File: config.mk
export PLATFORM = sky130hd
export DESIGN_NAME = adc_scan_sequencer
export DESIGN_NICKNAME = d
export VERILOG_FILES = /design/src/rtl/adc_scan_sequencer.sv
export SDC_FILE = /design/constraint.sdc
export NUM_CORES = 1
export LEC_CHECK = 0
export BUFFER_PORTS_ARGS = -buffer_cell sky130_fd_sc_hd__clkbuf_2
export CAP_MARGIN = 15
export CELL_PAD_IN_SITES_DETAIL_PLACEMENT = 1
export CELL_PAD_IN_SITES_GLOBAL_PLACEMENT = 1
export CORE_ASPECT_RATIO = 0.6
export CORE_MARGIN = 3
export CORE_UTILIZATION = 45
export CTS_BUF_LIST = sky130_fd_sc_hd__clkbuf_8
export DETAILED_ROUTE_END_ITERATION = 12
export PLACE_DENSITY_LB_ADDON = 0.3
export SLEW_MARGIN = 10
export SYNTH_ARGS = -nofsm -noshare
export SYNTH_HDL_FRONTEND = slang
export SYNTH_SLANG_ARGS = --single-unit
File: constraint.sdc
create_clock -name clk_i -period 2.8 [get_ports clk_i]
set_input_delay 0.14 -clock clk_i [delete_from_list [all_inputs] [get_ports clk_i]]
set_output_delay 0.14 -clock clk_i [all_outputs]
set_load 0.02 [all_outputs]
File: src/rtl/adc_scan_sequencer.sv
// Dual-ADC two-slot scan sequencer: settle, SOC, EOC wait with timeout, 2^AVG_LOG2 averaging.
// All outputs registered; results strobe for one cycle with no backpressure, values held until next EMIT.
module adc_scan_sequencer #(
  parameter int         AVG_LOG2    = 2,
  parameter int         SETTLE_CYC  = 4,
  parameter int         TIMEOUT_CYC = 1024,
  parameter logic [3:0] S0_CH0      = 4'd0,
  parameter logic [3:0] S0_CH1      = 4'd8,
  parameter logic [3:0] S1_CH0      = 4'd1,
  parameter logic [3:0] S1_CH1      = 4'd9
) (
  input  logic        clk_i,
  input  logic        resetn_i,
  input  logic        enable_i,
  input  logic        cal_rdy_i,
  input  logic        adc_eoc_i,
  input  logic [11:0] adc0_data_i,
  input  logic [11:0] adc1_data_i,
  input  logic        err_clr_i,
  output logic [3:0]  adc0_ch_sel_o,
  output logic [3:0]  adc1_ch_sel_o,
  output logic        adc_soc_o,
  output logic        adc_convstop_o,
  output logic        res_valid_o,
  output logic        res_slot_o,
  output logic [11:0] res0_o,
  output logic [11:0] res1_o,
  output logic        err_timeout_o,
  output logic        busy_o
);

  localparam int ACC_W = 12 + AVG_LOG2;
  localparam int CNT_W = AVG_LOG2 + 1;
  localparam logic [CNT_W-1:0] LAST_CNT    = CNT_W'((1 << AVG_LOG2) - 1);
  localparam logic [7:0]       SETTLE_LAST = 8'(SETTLE_CYC - 1);
  localparam logic [15:0]      TO_LAST     = 16'(TIMEOUT_CYC - 1);

  typedef enum logic [2:0] {
    IDLE, WAIT_CAL, SETUP, START, WAIT_EOC, CAPTURE, EMIT
  } state_t;

  state_t           state, state_n;
  logic             slot, slot_n;
  logic             to_hit;
  logic [7:0]       settle_cnt;
  logic [15:0]      to_cnt;
  logic [CNT_W-1:0] samp_cnt;
  logic [ACC_W-1:0] acc0, acc1, acc0_sum, acc1_sum;
  logic [11:0]      d0_q, d1_q;

  assign acc0_sum = acc0 + ACC_W'(d0_q);
  assign acc1_sum = acc1 + ACC_W'(d1_q);

  always_comb begin
    state_n = state;
    slot_n  = slot;
    to_hit  = 1'b0;
    case (state)
      IDLE:     if (enable_i) state_n = WAIT_CAL;
      WAIT_CAL: if (cal_rdy_i) state_n = SETUP;
      SETUP:    if (settle_cnt == SETTLE_LAST) state_n = START;
      START:    state_n = WAIT_EOC;
      WAIT_EOC: begin
        // EOC takes priority over a timeout expiring in the same cycle
        if (adc_eoc_i) begin
          state_n = CAPTURE;
        end else if (to_cnt == TO_LAST) begin
          to_hit  = 1'b1;
          slot_n  = ~slot;
          state_n = SETUP;
        end
      end
      CAPTURE:  state_n = (samp_cnt == LAST_CNT) ? EMIT : START;
      EMIT: begin
        slot_n  = ~slot;
        state_n = SETUP;
      end
      default:  state_n = IDLE;
    endcase
    if (state != IDLE && !enable_i) begin
      state_n = IDLE;
      to_hit  = 1'b0;
    end
    if (state_n == IDLE) slot_n = 1'b0;
  end

  always_ff @(posedge clk_i) begin
    if (!resetn_i) begin
      state          <= IDLE;
      slot           <= 1'b0;
      settle_cnt     <= '0;
      to_cnt         <= '0;
      samp_cnt       <= '0;
      acc0           <= '0;
      acc1           <= '0;
      d0_q           <= '0;
      d1_q           <= '0;
      adc0_ch_sel_o  <= S0_CH0;
      adc1_ch_sel_o  <= S0_CH1;
      adc_soc_o      <= 1'b0;
      adc_convstop_o <= 1'b1;
      busy_o         <= 1'b0;
      res_valid_o    <= 1'b0;
      res_slot_o     <= 1'b0;
      res0_o         <= '0;
      res1_o         <= '0;
      err_timeout_o  <= 1'b0;
    end else begin
      state      <= state_n;
      slot       <= slot_n;
      settle_cnt <= (state == SETUP) ? settle_cnt + 8'd1 : '0;
      to_cnt     <= (state == WAIT_EOC) ? to_cnt + 16'd1 : '0;

      if (state_n == CAPTURE) begin
        d0_q <= adc0_data_i;
        d1_q <= adc1_data_i;
      end

      // Abort, timeout and completed emit all start the next slot from zero
      if (state_n == IDLE || to_hit || state == EMIT) begin
        acc0     <= '0;
        acc1     <= '0;
        samp_cnt <= '0;
      end else if (state == CAPTURE) begin
        acc0     <= acc0_sum;
        acc1     <= acc1_sum;
        samp_cnt <= samp_cnt + CNT_W'(1);
      end

      if (state_n == SETUP && state != SETUP) begin
        adc0_ch_sel_o <= slot_n ? S1_CH0 : S0_CH0;
        adc1_ch_sel_o <= slot_n ? S1_CH1 : S0_CH1;
      end

      adc_soc_o      <= (state_n == START);
      adc_convstop_o <= (state_n == IDLE) || (state_n == WAIT_CAL) || to_hit;
      busy_o         <= (state_n != IDLE);
      res_valid_o    <= (state_n == EMIT);

      // Final CAPTURE already knows the full sum, so the result lands with the EMIT strobe
      if (state_n == EMIT) begin
        res0_o     <= acc0_sum[ACC_W-1:AVG_LOG2];
        res1_o     <= acc1_sum[ACC_W-1:AVG_LOG2];
        res_slot_o <= slot;
      end

      if (to_hit)         err_timeout_o <= 1'b1;
      else if (err_clr_i) err_timeout_o <= 1'b0;
    end
  end

endmodule

# Yosys cells after proc, flatten, opt, wreduce, memory -nomap -nowiden
# Cells that the tools add are included.
[totals]
out_inout_bits = 38
elab_cells = 76
regBits = 121
input_bits = 30
[op_classes]
reduce_logical = 15
n_bitwise = 2
muxes = 20
n_addsub = 5
n_eq_ne = 15
[ops]
columns = ["op", "count"]
rows = [
  ["$add 14x12->14", 2],
  ["$mux 3", 7],
  ["$pmux 3 s7", 1],
  ["$add 16x1->16 const B", 1],
  ["$eq 16x10->1 const B", 1],
  ["$eq 3x2->1 const B", 5],
  ["$eq 3x3->1 const B", 5],
  ["$mux 1", 11],
  ["$add 8x1->8 const B", 1],
  ["$eq 8x2->1 const B", 1],
  ["$eq 3x1->1 const B", 2],
  ["$logic_not 3->1", 2],
  ["$reduce_bool 3->1", 2],
  ["$logic_or 1x1->1", 4],
  ["$reduce_and 2->1", 2],
  ["$add 3x1->3 const B", 1],
  ["$ne 3x2->1 const B", 1],
  ["$logic_and 1x1->1", 2],
  ["$not 1->1", 2],
  ["$pmux 1 s2", 1],
  ["$reduce_bool 2->1", 1],
  ["$reduce_or 2->1", 1],
  ["$logic_not 1->1", 1],
]

# Depth between registers and ports, before layout
# Gate-level depths: netlist of the first run.
[depth]
depth_word = 9
ltp_mapped = 9

# Worst setup path before layout of the first run
# OpenSTA, ideal clock, no wires.
[synth_path]
path_kind = "register to register"
startpoint = "register to_cnt[13]"
endpoint = "register acc0[1]"
arrival_ns = 1.977
required_time_ns = 2.720
setup_slack_ns = 0.744
stages_incl_launch_ff = 8
setup_ns = 0.080
n_path_buf = 1
cell_sequence = "dfxtp_1 or4b_4 nor4_4 o31a_4 a211oi_2 or2_4 buf_6 a211oi_2"
[synth_between]
elab_chain_cells = 9
elab_cells_between_ends = 13
cone_classes = "eq/ne (1); mux (8); reduce/logical (4)"
[synth_lines]
columns = ["element", "line_no", "text"]
rows = [
  ["start, declared", "46", "logic [15:0] to_cnt;"],
  ["start signal, assigned", "112", "to_cnt <= (state == WAIT_EOC) ? to_cnt + 16'd1 : '0;"],
  ["$eq 16x10->1 (*)", "67", "end else if (to_cnt == TO_LAST) begin"],
  ["$mux 3", "67", ""],
  ["$mux 3", "65", "if (adc_eoc_i) begin"],
  ["$pmux 3 s7", "58", "case (state)"],
  ["$mux 3", "80", "if (state != IDLE && !enable_i) begin"],
  ["$logic_not 3->1", "120", "if (state_n == IDLE || to_hit || state == EMIT) begin"],
  ["$logic_or 1x1->1 (*) (2 in a row)", "120", ""],
  ["$reduce_or 2->1 (no source line) (*)", "n/a", ""],
  ["end signal, assigned", "125", "acc0 <= acc0_sum;"],
  ["end, declared", "48", "logic [ACC_W-1:0] acc0, acc1, acc0_sum, acc1_sum;"],
]
# Every way passes the cells marked *; elsewhere a longest branch is shown, timed or not.
# A chain may end at the register's enable or synchronous reset.

# Worst setup path in the final report of the first run
[layout_path]
startpoint = "register to_cnt[9]"
endpoint = "register samp_cnt[0]"
[layout_between]
elab_chain_cells = 9
elab_cells_between_ends = 13
cone_classes = "eq/ne (1); mux (8); reduce/logical (4)"
[layout_lines]
columns = ["element", "line_no", "text"]
rows = [
  ["$eq 16x10->1 (*)", "67", ""],
  ["$mux 3", "67", ""],
  ["$mux 3", "65", ""],
  ["$pmux 3 s7", "58", ""],
  ["$mux 3", "80", ""],
  ["$logic_not 3->1", "120", ""],
  ["$logic_or 1x1->1 (*) (2 in a row)", "120", ""],
  ["$reduce_or 2->1 (no source line) (*)", "n/a", ""],
  ["end signal, assigned", "127", "samp_cnt <= samp_cnt + CNT_W'(1);"],
  ["end, declared", "47", "logic [CNT_W-1:0] samp_cnt;"],
]
# Marks and branches as above.

==> flow_metrics.env, run 1 <==
export IMPL_dr_pass1_iters=5
export IMPL_setup_viol=0
export IMPL_start_util_pct=47.4
export IMPL_overflow=0
export IMPL_port_buffers=61
export IMPL_area_delta_synth_final_pct=16.7
export IMPL_async_reset_ff_share_pct=0
export IMPL_required_ns=3.10
export IMPL_ios=68
export IMPL_finalHoldViolations=0
export IMPL_finalClockSkew_ns=0.0140
export IMPL_fin_setup_tns_ns=0
export IMPL_fin_crit_ns=2.52
export IMPL_finalCritPeriodShare_pct=89.9
export IMPL_hpwl_mm=11.9
export IMPL_antenna_left=0
export IMPL_worst_pin_slew_ns=0.626
export IMPL_swShare_pct=23.8
export IMPL_root_buffer="clkbuf_8"
export IMPL_maxCapViolations=0
export IMPL_slew_headroom_pct=58.2
export IMPL_clk_latency_ns=0.43
export IMPL_critPathArrivalTime_ns=2.82
export IMPL_n_antenna_cell=0
export IMPL_p_leak_nw=2.71
export IMPL_cts_resized=0
export IMPL_power_share_clock_pct=45.7
export IMPL_syn_inst=702
export IMPL_nFillCells=1506
export IMPL_cp_end_kind="flop"
export IMPL_status="completed"
export IMPL_grt_max_degree=65
export IMPL_power_density_nw_per_um2=474
export IMPL_die_h_um=94.5
export IMPL_cts_buffers=17
export IMPL_drt_iter0_markers=302
export IMPL_power_switching_mw=0.775
export IMPL_dieArea_um2=14500
export IMPL_clock_sinks=114
export IMPL_antenna_found_initial=0
export IMPL_grt_pass1_vias=5647
export IMPL_p_seq_share_pct=50.1
export IMPL_yosysSeqAreaShare_pct=38.8
export IMPL_p_comb_share_pct=4.2
export IMPL_row_count=31
export IMPL_clk_pin_slew_ns=0.07
export IMPL_nets=835
export IMPL_grt_pass1_wl_mm=28.0
export IMPL_final_util_pct=55.3
export IMPL_synth_edff_count=0
export IMPL_via_per_inst=5.55
export IMPL_grt_usage_pct=23.9
export IMPL_seqCellArea_um2=2280
export IMPL_drc=0
export IMPL_cts_tree="built"
export IMPL_ys_flop_type="dfxtp_1"
export IMPL_syn_area_um2=5880
export IMPL_cp_max_fo=30
export IMPL_wirelength_mm=17.1
export IMPL_routabilityCongestion=0.898
export IMPL_cts_buffer_depth=2
export IMPL_rsz0062_at_grt="false"
export IMPL_ys_types=59
export IMPL_ir_drop_v=0.000371
export IMPL_p_int_mw=2.48
export IMPL_vias=5290
export IMPL_synth_seq_cells=114
export IMPL_multi_input_area_um2=3340
export IMPL_synth_avg_cell_area_um2=8.37
export IMPL_startpoint_type="flop"
export IMPL_wire_per_inst_um=17.9
export IMPL_die_x_um=154
export IMPL_drive_above_1_share_pct=14.5
export IMPL_hold_path_class="in2reg"
export IMPL_coreArea_um2=12400
export IMPL_htree_levels=4
export IMPL_critPathKind="reg2reg"
export IMPL_clock_fmax_mhz=397
export IMPL_maxSlewViolCount=0
export IMPL_yosys_warnings=0
[state kept, by name, summed over array words and instances, names as in the netlist, 3 cells and up]
signal and flops:
d1_q 12, acc1 14, settle_cnt 8, d0_q 12, state 3, res1_o 12
acc0 14, to_cnt 16, samp_cnt 3, res0_o 12
[worst max-delay path, stage by stage (launching register included)]
cell      delay [ns]
dfxtp_1         0.41
or4b_4          0.50
nor4_4          0.38
o22ai_1         0.23
a211oi_2        0.29
or2_4           0.46
nor2_1          0.11
[synthesized netlist by cell type, types with 4 or more instances]
master    instances  area share [%]
nand2_1         140             8.9
dfxtp_1         114              39
a21oi_1          45             3.8
nor2_1           39             2.5
nand3_1          30             2.6
ha_1             28             6.0
mux2i_1          28             4.8
clkbuf_1         27             1.7
o21ai_0          27             2.3
a21boi_0         24             3.1
xnor2_1          17             2.5
and3_1           14             1.5
xor2_1           14             2.1
inv_1            13            0.83
nor2b_1          10             1.1
nor3_1           10            0.85
or3_1            10             1.1
a21o_1            9             1.1
buf_4             9             1.1
a211oi_1          7            0.89
nand4_1           7            0.74
and2_1            5            0.53
nand2b_1          5            0.53
nor3b_1           5            0.64
a211oi_2          4            0.85
buf_6             4            0.77
o21a_1            4            0.51
[cell type report]
class	instances	share of cell area [%]
clock buffers	18	3.61
clock inverters	14	1.79
inverters	13	0.711
multi-input cells	536	48.6
flip-flops and latches	114	33.3
well taps	165	3.01
repair buffers	93	9.01
[placed cells by master (no fill, tap or decap), types with 6 or more instances in the layout]
cell / instances
nand2_1: 140
dfxtp_1: 114
clkbuf_2: 61
a21oi_1: 45
nor2_1: 39
nand3_1: 30
mux2i_1: 28
ha_1: 28
o21ai_0: 27
a21boi_0: 24
dlygate4sd3_1: 24
clkbuf_8: 18
xnor2_1: 17
inv_1: 16
and3_1: 14
xor2_1: 14
nor3_1: 10
or3_1: 10
nor2b_1: 9
a21o_1: 9
nand4_1: 7
a211oi_1: 7
clkinv_2: 7
buf_4: 7
conb_1: 6
[power groups by stage]
stage | registers, mW | logic (mW) | clock network [mW]
6_report | 1.63 | 0.136 | 1.49
5_1_grt | 1.63 | 0.149 | 1.60
4_1_cts | 1.63 | 0.136 | 1.51
3_5_place_dp | 1.67 | 0.110 | 0
3_3_place_gp | 1.67 | 0.105 | 0
2_1_floorplan | 1.66 | 0.0810 | 0
[per-stage QoR]
step | instance area (µm²) | total power [mW] | instances | setup slack (ns) | hold WS (ns)
after global placement | 6250 | 1.77 | 897 | 0.472 | 0.371
after detailed placement | 6250 | 1.78 | 897 | 0.325 | 0.382
after global routing | 6860 | 3.38 | 953 | 0.111 | 0.0425
final | 6860 | 3.25 | 953 | 0.283 | 0.0413
after floorplan | 5890 | 1.75 | 706 | 0.744 | 0.282
after CTS | 6860 | 3.27 | 953 | 0.314 | 0.0388
[what timing repair did]
| action | in CTS | in global routing |
|---|---|---|
| setup buffers | 0 | 0 |
| hold endpoints to repair | 24 | 0 |
| hold buffers | 24 | 0 |
[path summary, 6_finish.rpt]
| path | start | end | slack (ns) | cells past startpoint |
|---|---|---|---|---|
| worst max-delay path | to_cnt[9]$_SDFF_PN0_ | samp_cnt[0]$_SDFFE_PP0N_ | 0.28 | 6 |
| worst min-delay path | adc0_data_i[3] | d0_q[3]$_SDFFE_PN0N_ | 0.04 | 3 |
| worst max register to register | to_cnt[9]$_SDFF_PN0_ | samp_cnt[0]$_SDFFE_PP0N_ | 0.28 | 6 |
| worst min register to register | to_cnt[0]$_SDFF_PN0_ | to_cnt[0]$_SDFF_PN0_ | 0.45 | 1 |
[logic make-up (layout without fill, tap and decap cells)]
logic type                 Yosys count  in the layout  share of synthesized area (%)
buffers and inverters               56            138                           4.73
other                                2              6                          0.128
and+or+nand+nor                    290            290                           23.2
AOI/OAI and AO/OA                  150            150                           16.9
muxes                               29             29                           4.96
xor gates and xnor gates            31             31                           4.62
DFF                                114            114                           38.8
adders and majority gates           30             30                           6.64
[layer usage]
layer	global-route usage, %	share of wire [%]
met3	4.90	4.5
met5	0	0
met2	41.8	48
met4	7.49	0.86
met1	29.9	46
Power figures use the tool's default switching activity.
==> run 2: changes to the inputs <==
Settings changed: CORE_ASPECT_RATIO 0.6 to 0.75, CORE_MARGIN 3 to 5.
==> run 2 against run 1 <==
Against the previous run:
- hold slack improved by 0.090 ns
- register-to-register slack better by 0.04 ns
- fmax increased by 1.7%
- count of clock-buffer cells in the layout is 3 higher
- non-clock buffer count is 3 higher
- global-route usage fell by 2.3 points
- clock power up 10%
==> flow_metrics.env, run 2 (synthesis results as in run 1) <==
export IMPL_status="completed"
export IMPL_swShare_pct=22.4
export IMPL_slowest_delay_ns=0.50
export IMPL_drive_above_1_share_pct=14.8
export IMPL_vias=5202
export IMPL_placed_cell_area_um2=6270
export IMPL_clk_pin_slew_ns=0.07
export IMPL_power_density_nw_per_um2=491
export IMPL_final_common_cell="nand2_1"
export IMPL_fin_crit_ns=2.47
export IMPL_critical_path_depth=6
export IMPL_cp_max_fo=30
export IMPL_clock_sinks=114
export IMPL_via_per_inst=5.41
export IMPL_die_h_um=109
export IMPL_wire_per_inst_um=16.7
export IMPL_wirelength_mm=16.0
export IMPL_reg_top3="to_cnt: 16 flops, acc0: 14 flops, acc1: 14 flops"
export IMPL_power_switching_mw=0.764
export IMPL_grt_pass1_wl_mm=26.7
export IMPL_drc=0
export IMPL_cp_slowest_cell="or4b_4"
export IMPL_hpwl_mm=11.0
export IMPL_power_share_clock_pct=48.2
export IMPL_fin_total_pwr_mw=3.41
export IMPL_design_area_um2=6950
export IMPL_crit_path_end="acc0[3]$_SDFFE_PP0N_"
export IMPL_p_comb_share_pct=4.1
export IMPL_n_antenna_cell=0
export IMPL_critPathArrivalTime_ns=2.77
export IMPL_htree_levels=4
export IMPL_row_count=36
export IMPL_final_cell_mix="nand2_1, dfxtp_1, clkbuf_2"
export IMPL_grt_usage_pct=21.6
export IMPL_fin_setup_tns_ns=0
export IMPL_cp_top_family="simple AND/OR/NAND/NOR gates"
export IMPL_setup_viol=0
export IMPL_final_setup_worst_slack_ns=0.325
export IMPL_clk_latency_ns=0.44
export IMPL_fin_cells=962
export IMPL_cts_buffers=17
export IMPL_port_buffers=61
export IMPL_antenna_found_initial=0
export IMPL_startpoint_type="flop"
export IMPL_r2r_slack_ns=0.33
export IMPL_grt_pass1_vias=5457
export IMPL_root_buffer="clkbuf_8"
export IMPL_finalClockSkew_ns=0.0117
export IMPL_postCtsSetupBuffers=0
export IMPL_p_seq_share_pct=47.8
export IMPL_dieArea_um2=15500
export IMPL_p_int_mw=2.65
export IMPL_maxSlewViolCount=0
export IMPL_dr_pass1_iters=4
export IMPL_reg2reg_from="to_cnt[9]$_SDFF_PN0_"
export IMPL_seqCellArea_um2=2280
export IMPL_largest_reg_flops=16
export IMPL_ir_drop_v=0.000320
export IMPL_grt_max_degree=51
export IMPL_start_util_pct=45.6
export IMPL_area_delta_synth_final_pct=18.2
export IMPL_rr_worst_depth=6
export IMPL_nets=838
export IMPL_worst_pin_slew_ns=0.614
export IMPL_die_x_um=142
export IMPL_nFillCells=1604
export IMPL_cp_num_buf_inv=0
export IMPL_p_leak_nw=2.73
export IMPL_startpoint="to_cnt[9]$_SDFF_PN0_"
export IMPL_slew_headroom_pct=59.0
export IMPL_rsz0062_at_grt="false"
export IMPL_coreArea_um2=12900
export IMPL_multi_input_area_um2=3340
export IMPL_maxCapViolations=0
export IMPL_r2r_end="acc0[3]$_SDFFE_PP0N_"
export IMPL_crit_chain="or4b_4 > nor4_4 > o22ai_1 > a211oi_2 > or2_4 > a21oi_1"
export IMPL_cp_end_kind="flop"
export IMPL_dp_slack_ns=0.396
export IMPL_cts_buffer_depth=2
export IMPL_antenna_left=0
export IMPL_clock_fmax_mhz=404
export IMPL_finalCritPeriodShare_pct=88.4
export IMPL_drt_iter0_markers=199
export IMPL_overflow=0
export IMPL_finalHoldViolations=0
export IMPL_largest_register="to_cnt"
export IMPL_post_place_cells=905
export IMPL_cts_tree="built"
export IMPL_required_ns=3.10
export IMPL_hold_path_class="in2reg"
export IMPL_critPathKind="reg2reg"
export IMPL_ios=68
export IMPL_routabilityCongestion=0.853
[run 2: changes by cell type in the layout (fill, tap and decap cells not counted)]
cell and change:
bufinv_16 +1, inv_6 -1, clkinvlp_4 +2, clkinv_2 -4, dlygate4sd3_1 +1, inv_1 -1, clkbuf_8 +3, buf_4 +2
[run 2: worst min path at each step]
stage / startpoint / to / slack, ns / cells past startpoint
finish: resetn_i / state[2]$_SDFF_PN0_ / 0.13 / 3
detailed placement: adc0_data_i[7] / d0_q[7]$_SDFFE_PN0N_ / 0.38 / 3
global route: resetn_i / state[2]$_SDFF_PN0_ / 0.11 / 3
global placement: adc1_data_i[1] / d1_q[1]$_SDFFE_PN0N_ / 0.37 / 3
floorplan: adc0_data_i[0] / d0_q[0]$_SDFFE_PN0N_ / 0.28 / 2
CTS: resetn_i / state[2]$_SDFF_PN0_ / 0.08 / 3
[run 2: worst register-to-register path: stages, from the launching register on]
cell and delay, ns:
dfxtp_1 0.40, or4b_4 0.50, nor4_4 0.40, o22ai_1 0.23
a211oi_2 0.27, or2_4 0.45, a21oi_1 0.09
[run 2: through the flow]
| stage | utilization [%] | hold WS [ns] |
|---|---|---|
| after detailed placement | 48.7 | 0.382 |
| after global placement | 48.7 | 0.373 |
| after CTS | 53.9 | 0.0802 |
| after floorplan | - | 0.282 |
| after global routing | 53.9 | 0.107 |
| final | 53.9 | 0.131 |
[run 2: cell type report]
type,count,share of cell area [%]
Tap cell,171,3.08
Sequential cell,114,32.8
Clock buffer,21,4.16
Multi-Input combinational cell,536,48.0
Inverter,13,0.702
Timing Repair Buffer,96,9.26
Clock inverter,11,1.94
[run 2: layer usage]
layer | track usage, % | share of wire, % | up-vias | wire, µm
li1 | - | - | 2585 | -
met1 | 25.7 | 44 | 2511 | 7110
met2 | 38.9 | 51 | 88 | 8180
met3 | 5.22 | 3.3 | 18 | 523
met4 | 6.51 | 1.4 | 0 | 232
met5 | 0 | 0 | - | 0
[run 2: what timing repair did]
action / in CTS / in global routing
hold buffers: 25 / 0
hold endpoints to repair: 25 / 0
gates resized for setup: 0 / 0
[run 2: power by group through the flow]
stage,Combinational (mW),Clock (mW),Sequential [mW]
floorplan,0.0810,0,1.66
global placement,0.106,0,1.67
global route,0.153,1.74,1.63
CTS,0.139,1.67,1.63
detailed placement,0.110,0,1.67
finish,0.139,1.64,1.63
